`config.mk`:
```
export PLATFORM = sky130hd
export DESIGN_NAME = keypad_scanner
export DESIGN_NICKNAME = d
export VERILOG_FILES = /design/src/rtl/keypad_scanner.sv
export SDC_FILE = /design/constraint.sdc
export NUM_CORES = 1
export LEC_CHECK = 0
export ABC_AREA = 1
export CAP_MARGIN = 20
export CORE_UTILIZATION = 30
export CTS_BUF_LIST = sky130_fd_sc_hd__clkbuf_4 sky130_fd_sc_hd__clkbuf_8
export DETAILED_ROUTE_END_ITERATION = 10
export PLACE_DENSITY = 0.5
export SLEW_MARGIN = 15
export SYNTH_ARGS = -nofsm -noshare
export SYNTH_HDL_FRONTEND = slang
export SYNTH_SLANG_ARGS = --single-unit
export TNS_END_PERCENT = 100
```
`constraint.sdc`:
```
create_clock -name clk -period 3.1 [get_ports clk]
set_input_delay 0.31 -clock clk [delete_from_list [all_inputs] [get_ports clk]]
set_output_delay 0.31 -clock clk [all_outputs]
set_load 0.05 [all_outputs]
```
`src/rtl/keypad_scanner.sv`:
```
// -----------------------------------------------------------------------------
// keypad_scanner
//
// Scans a 4x4 active-low matrix keypad one column at a time, debounces the
// press and the release, and reports every accepted key exactly once.
//
// Ports
//   clk            in   single clock, rising edge
//   rst            in   synchronous active-high reset
//   rows[3:0]      in   keypad rows, active-low, asynchronous to clk
//   cols[3:0]      out  column drive, one-cold
//   clickedMatrix  out  code of the last accepted key, held until the next one
//   rec_num        out  one-cycle strobe: accepted key is a digit (0-9)
//   rec_op         out  one-cycle strobe: accepted key is an operator (A-F)
//   dbg_state_o    out  current FSM state (SCAN/DEBOUNCE/EMIT/RELEASE)
//
// Interface semantics: rec_num/rec_op are fire-and-forget strobes with no
// back-pressure. A strobe is high for exactly one cycle, never both at once,
// and clickedMatrix already carries the matching code in that same cycle.
// -----------------------------------------------------------------------------
module keypad_scanner #(
    parameter int SCAN_DIV = 50000,
    parameter int DEBOUNCE = 10
) (
    input  logic       clk,
    input  logic       rst,
    input  logic [3:0] rows,
    output logic [3:0] cols,
    output logic [3:0] clickedMatrix,
    output logic       rec_num,
    output logic       rec_op,
    output logic [1:0] dbg_state_o
);

    localparam logic [1:0] ST_SCAN     = 2'd0;
    localparam logic [1:0] ST_DEBOUNCE = 2'd1;
    localparam logic [1:0] ST_EMIT     = 2'd2;
    localparam logic [1:0] ST_RELEASE  = 2'd3;

    localparam int DIV_W = $clog2(SCAN_DIV);
    localparam int CNT_W = $clog2(DEBOUNCE + 1);

    localparam logic [DIV_W-1:0] DIV_LAST = DIV_W'(SCAN_DIV - 1);
    localparam logic [CNT_W-1:0] CNT_DONE = CNT_W'(DEBOUNCE);

    // Row-position/column-position to key code.
    function automatic logic [3:0] key_code(input logic [1:0] r, input logic [1:0] c);
        logic [3:0] code;
        case ({r, c})
            4'b00_00: code = 4'h1;
            4'b00_01: code = 4'h2;
            4'b00_10: code = 4'h3;
            4'b00_11: code = 4'hA;
            4'b01_00: code = 4'h4;
            4'b01_01: code = 4'h5;
            4'b01_10: code = 4'h6;
            4'b01_11: code = 4'hB;
            4'b10_00: code = 4'h7;
            4'b10_01: code = 4'h8;
            4'b10_10: code = 4'h9;
            4'b10_11: code = 4'hC;
            4'b11_00: code = 4'hE;
            4'b11_01: code = 4'h0;
            4'b11_10: code = 4'hF;
            default:  code = 4'hD;
        endcase
        return code;
    endfunction

    logic [3:0]       sync1_q;
    logic [3:0]       rs_q;
    logic [1:0]       state_q, state_d;
    logic [DIV_W-1:0] div_q, div_d;
    logic [1:0]       col_q, col_d;
    logic [1:0]       row_q, row_d;
    logic [CNT_W-1:0] cnt_q, cnt_d;
    logic [3:0]       code_q, code_d;
    logic             num_q, num_d;
    logic             op_q, op_d;

    logic             tick;
    logic             any_low;
    logic [1:0]       low_idx;
    logic [CNT_W-1:0] cnt_inc;
    logic [3:0]       new_code;

    assign tick     = (div_q == DIV_LAST);
    assign any_low  = ~&rs_q;
    assign cnt_inc  = cnt_q + CNT_W'(1);
    assign new_code = key_code(row_q, col_q);

    // Lowest-numbered low row wins when several rows are pressed together.
    always_comb begin
        low_idx = 2'd3;
        if (!rs_q[2]) low_idx = 2'd2;
        if (!rs_q[1]) low_idx = 2'd1;
        if (!rs_q[0]) low_idx = 2'd0;
    end

    always_comb begin
        state_d = state_q;
        div_d   = tick ? '0 : div_q + DIV_W'(1);
        col_d   = col_q;
        row_d   = row_q;
        cnt_d   = cnt_q;
        code_d  = code_q;
        num_d   = 1'b0;
        op_d    = 1'b0;

        case (state_q)
            ST_SCAN: begin
                if (tick) begin
                    if (any_low) begin
                        row_d   = low_idx;
                        cnt_d   = '0;
                        state_d = ST_DEBOUNCE;
                    end else begin
                        col_d = col_q + 2'd1;
                    end
                end
            end
            ST_DEBOUNCE: begin
                if (tick) begin
                    if (!rs_q[row_q]) begin
                        cnt_d = cnt_inc;
                        if (cnt_inc == CNT_DONE) begin
                            // The outputs are registered, so they are loaded on
                            // the edge that enters EMIT and are visible for the
                            // whole (single) EMIT cycle.
                            state_d = ST_EMIT;
                            code_d  = new_code;
                            num_d   = (new_code <= 4'h9);
                            op_d    = (new_code >  4'h9);
                        end
                    end else begin
                        cnt_d   = '0;
                        state_d = ST_SCAN;
                    end
                end
            end
            ST_EMIT: begin
                cnt_d   = '0;
                state_d = ST_RELEASE;
            end
            default: begin // ST_RELEASE
                if (tick) begin
                    if (&rs_q) begin
                        if (cnt_inc == CNT_DONE) begin
                            cnt_d   = '0;
                            col_d   = col_q + 2'd1;
                            state_d = ST_SCAN;
                        end else begin
                            cnt_d = cnt_inc;
                        end
                    end else begin
                        cnt_d = '0;
                    end
                end
            end
        endcase

        // Every state change restarts the sampling period from zero.
        if (state_d != state_q) begin
            div_d = '0;
        end
    end

    always_ff @(posedge clk) begin
        if (rst) begin
            sync1_q <= 4'hF;
            rs_q    <= 4'hF;
            state_q <= ST_SCAN;
            div_q   <= '0;
            col_q   <= 2'd0;
            row_q   <= 2'd0;
            cnt_q   <= '0;
            code_q  <= 4'h0;
            num_q   <= 1'b0;
            op_q    <= 1'b0;
        end else begin
            sync1_q <= rows;
            rs_q    <= sync1_q;
            state_q <= state_d;
            div_q   <= div_d;
            col_q   <= col_d;
            row_q   <= row_d;
            cnt_q   <= cnt_d;
            code_q  <= code_d;
            num_q   <= num_d;
            op_q    <= op_d;
        end
    end

    assign cols          = ~(4'b0001 << col_q);
    assign clickedMatrix = code_q;
    assign rec_num       = num_q;
    assign rec_op        = op_q;
    assign dbg_state_o   = state_q;

endmodule

```
Word level (Yosys, flattened, before mapping)
Memory sizes are Yosys's and may differ from the RTL's.
Cells that the tools add are included.
- flip-flop bits (word level): 40
- ROM bits: 64
- bits of input ports: 6
- output and inout bits: 12
- word-level logic and storage cells: 72
- memories kept: 1
- memories (memory ; words ; bits a word ; rd ports ; clocked after Yosys merged registers in ; write ports ; line ; source):
    (name not given) ; 16 ; 4 ; 1 ; 0 ; 0 ; 49 ; case ({r, c})
- add/subtract/negate cells: 3
- $lt $le $gt $ge: 3
- eq/ne operators: 8
- shift-type cells: 1
- muxes and demuxes: 28
- bitwise logic cells: 7
- reductions and logical operators: 11
- operator list (kind ; number):
    2-to-1 mux 2 bit ; 15
    2-to-1 mux 4 bit ; 7
    adder 16 x 1 -> 16 bit (second input constant) ; 1
    == test 16 bit (second input constant) ; 1
    case mux 4 bit (3 select lines) ; 1
    AND reduction 4 bit ; 3
    AND reduction 7 bit ; 1
    != test 2 bit (second input constant) ; 3
    NOT 1 bit ; 6
    case mux 2 bit (3 select lines) ; 1
    OR reduction 5 bit ; 1
    adder 4 x 1 -> 4 bit (second input constant) ; 1
    == test 4 bit (second input constant) ; 1
    greater-than comparator 4 bit (second input constant) ; 1
    <= comparator 4 bit (second input constant) ; 1
    NOT 4 bit ; 1
    case mux 2 bit (2 select lines) ; 1
    nonzero test 2 bit ; 2
    left shift 1 x 2 -> 4 bit (first input constant) ; 1
    < comparator 2 x 3 -> 1 bit (second input constant) ; 1
    AND reduction 3 bit ; 1
    OR reduction 3 bit ; 1
    adder 2 x 1 -> 2 bit (second input constant) ; 1
    binary-select mux 1 bit (select 2 bit) ; 1
    other kinds (6) ; 7

Longest topological paths before layout
- word-level depth: 8
- depth in mapped cells: 16
- gate-level depth less buffers: 14

Least setup slack after synthesis
Ideal clock, no wire load.
- kind: register -> register
- start: reg state_q[1] (netlist: dbg_state_o[1])
- end: reg div_q[2]
- library setup time: 121 ps
- arrival time: 1982 ps
- data required time: 2979 ps
- path slack: 997 ps
- stages on the path, launching flop included: 12
- path buffers: 1
- clock period less this slack: 2103 ps
- cells stage by stage: dfxtp_1 > inv_1 > ha_1 > nand2_1 > inv_1 > a21oi_2 > nand2_2 > a21oi_2 > nor2_4 > nand3_4 > buf_12 > nor2_4
- cells in the longest elaborated chain, start to end: 6
- elaborated cells between the ends (all ways): 14
- those cells by class: eq/ne (3); mux (9); reduce/logical (2)
- RTL lines (item ; line ; source):
    from (decl) ; 72 ; logic [1:0] state_q, state_d;
    from (signal assigned) ; 183 ; state_q <= state_d;
    2-to-1 mux 2 bit, on equally long branches ; 148, 126 ;
    2-to-1 mux 2 bit, on equally long branches ; 147, 124 ;
    2-to-1 mux 2 bit, on equally long branches ; 146, 123 ;
    case mux 2 bit (3 select lines) ; 110 ; case (state_q)
    != test 2 bit (*) ; 163 ; if (state_d != state_q) begin
    OR reduction 3 bit (no line) (*) ; n/a ;
    to (signal assigned) ; 184 ; div_q <= div_d;
    to (decl) ; 73 ; logic [DIV_W-1:0] div_q, div_d;
Mark *: on every way between the ends. The rest lies on a longest branch, timed or not.
A chain may end at the register's enable or synchronous reset.

Final worst setup path
- start: reg col_q[0]
- end: out cols[0]
- cells in the longest elaborated chain, start to end: 2
- RTL lines (item ; line ; source):
    from (decl) ; 74 ; logic [1:0] col_q, col_d;
    from (signal assigned) ; 185 ; col_q <= col_d;
    left shift 1 x 2 -> 4 bit ; 194 ; assign cols = ~(4'b0001 << col_q);
    NOT 4 bit ; 194 ;
    to (decl) ; 28 ; output logic [3:0] cols,
Every way passes these cells.

==> impl_metrics.csv <==
group,metric,value,unit
floorplan,initial_utilization,31.0,%
layout,finalNetCount,334,
place,port_buffers,17,
power_and_ir_drop,total_power,1.30,mW
worst_setup_path,slowest_stage,"clkdlybuf4s50_1",
worst_setup_path,arrival,2.02,ns
cts,cts_inserted_buffers,5,
cts,cts_sinks,40,
route,num_vias,1794,
worst_setup_path,regToRegStartpoint,"div_q[0]",
sta,timing.fmax,429,MHz
power_and_ir_drop,p_per_area,495,mW/mm^2
route,drt_iter0_drc,121,
worst_setup_path,cp_cell_sequence,"inv_1 > ha_1 > inv_1 > clkdlybuf4s50_1",
global_routing,grt_max_degree,17,
cts,holdBufCountCts,0,
worst_setup_path,cp_top_family,"buffers and inverters",
worst_setup_path,crit_path_start,"col_q[0]",
layout,layout_common_cells,"inv_1, nand2_1, dfxtp_1",
route,drt_drc_violations_left,0,
global_routing,grt_pass1_vias,1623,
global_routing,grt_remaining_overflow,0,
worst_setup_path,path_buf_inv,3,
worst_setup_path,criticalPathCategory,"register to output port",
power_and_ir_drop,p_leak,1.03,nW
sta,slew_viol_final,0,
floorplan,pin_count,18,
worst_setup_path,crit_path_start_kind,"register",
place,dp_hpwl,3.10,mm
floorplan,die_w,88.6,um
cts,post-cts-setup-buffer-count,0,
global_routing,antenna_found_initial,0,
sta,finalSetupTns,0,ns
global_routing,use_met2,17.6,%
sta,finalCritPeriodShare,75.2,%
global_routing,grt.met3_usage,2.89,%
worst_setup_path,worstSetupEndpointType,"output port",
job,maxCapViolations,0,
worst_setup_path,cp_max_fo,9,
sta,finalSetupViolations,0,
global_routing,busiest_layer,"met2",
global_routing,grt_util_all_layers,11.8,%
worst_setup_path,crit_path_max_incr_delay,0.80,ns
cts,h-tree-depth,2,
route,via_per_inst,4.32,
layout,n_antenna_cell,0,
floorplan,dieHeight,88.6,um
sta,slew_headroom,62.3,%
route,drtPass1Iterations,4,
route,wl,4.13,mm
cts,cts_tree,"built",
cts,cts_buffer_depth,2,
sta,fin_skew,0.00531,ns
power_and_ir_drop,peakVddDrop,0.274,mV
logic_synthesis,synth-seq-cells,40,
floorplan,rows,31,
place,gp_congestion,0.784,
logic_synthesis,synth.distinct_cells,31,
logic_synthesis,synthCells,295,
worst_setup_path,crit_top_cell,"inv_1",
cts,cts_resized,0,
global_routing,grtUsageMet1,17.0,%
logic_synthesis,ys_seq_area_share,35.6,%
layout,area_growth,16.6,%
route,ant_nets,0,
cts,clkTransAtPathRegs,0.08,ns
worst_setup_path,cp.required,2.79,ns
route,post_drt_wl_per_cell,9.94,um
global_routing,grt_pass1_wl,7.32,mm
sta,worstMarginPinSlew,0.560,ns
sta,period_minus_slack,2.33,ns
logic_synthesis,syn_area,0.00225,mm^2
min_path,hold_class,"register to register",
floorplan,core,0.00725,mm^2
floorplan,die-area,0.00785,mm^2
sta,hold_violations,0,
logic_synthesis,syn_nets,314,
sta,grt_setup_unrepaired,"no",
logic_synthesis,syn_avg_cell_area,7.63,um^2
min_path,worstHoldStart,"sync1_q[2]",
logic_synthesis,yosysWarnings,0,
cts,clk_latency,0.29,ns
layout,final_layout_size_suffix_gt1_share,15.5,%
status,status,"complete, no violations",
cts,cts_root_buf,"clkbuf_8",
## report_power, final
group / internal (mW) / leakage, nW / switching (mW)
logic: 0.0956 / 0.649 / 0.217
clock network: 0.248 / 0.0586 / 0.175
registers: 0.539 / 0.325 / 0.0254
total: 0.882 / 1.03 / 0.418
## synth_stat cells (all sizes together)
master  count  area (um^2)
o21ai      13         65.1
a31oi       1         6.26
nand3      23          148
clkbuf      2         7.51
dfxtp      40          801
nor3        3         15.0
ha         13          163
xnor2       4         35.0
or2         9         56.3
o22ai       2         12.5
xor2        9         78.8
nand3b      1         7.51
a21oi      15         82.6
nor4        1         6.26
nand4       7         43.8
nand2      47          186
nor2       50          293
buf         2         25.0
a211oi      2         15.0
inv        49          184
o211a       2         20.0
## state kept, by name (all words and copies together), names as in the netlist, 2 cells and up
register	flops
clickedMatrix	4
cnt_q	4
col_q	2
dbg_state_o	2
div_q	16
row_q	2
rs_q	4
sync1_q	4
## worst paths after layout
check	end	depth (start not counted)	slack, ns
setup / recovery	cols[0]	4	0.77
hold / removal	rs_q[2]	1	0.41
setup reg to reg	div_q[10]	13	0.85
hold reg to reg	rs_q[2]	1	0.41
## through the flow
stage               hold WS, ns  area [um^2]  util [%]  instances  setup WS (ns)
detailed placement        0.396         2510      34.6        407          0.856
CTS                       0.416         2620      36.2        415          0.752
finish                    0.411         2620      36.2        415          0.769
global route              0.426         2620      36.2        415          0.613
global placement          0.393         2510      34.6        407          0.939
floorplan                 0.389         2250         -        295          0.997
## kinds of logic after synthesis
kind of cell | count (synthesis) | synth area share (%)
AO/OA/AOI/OAI | 35 | 8.95
XOR/XNOR | 13 | 5.06
adder cells (fa/ha/maj) | 13 | 7.23
buffers and inverters | 53 | 9.62
flip-flops | 40 | 35.6
AND/OR/NAND/NOR | 141 | 33.6
## area by class of cell
| cell class | count | area, um^2 |
|---|---|---|
| Inverter | 49 | 184 |
| Fill cell | 777 | 4630 |
| Multi-Input combinational cell | 202 | 1230 |
| Clock inverter | 2 | 35.0 |
| Tap cell | 99 | 124 |
| Clock buffer | 6 | 76.3 |
| Timing Repair Buffer | 17 | 170 |
| Sequential cell | 40 | 801 |
## per-layer routing
metal,share of wire (%),routed length (um)
met1,53,2200
met2,42,1750
met3,3.3,137
met4,0.92,38
met5,0,0
Power figures use the tool's default switching activity.
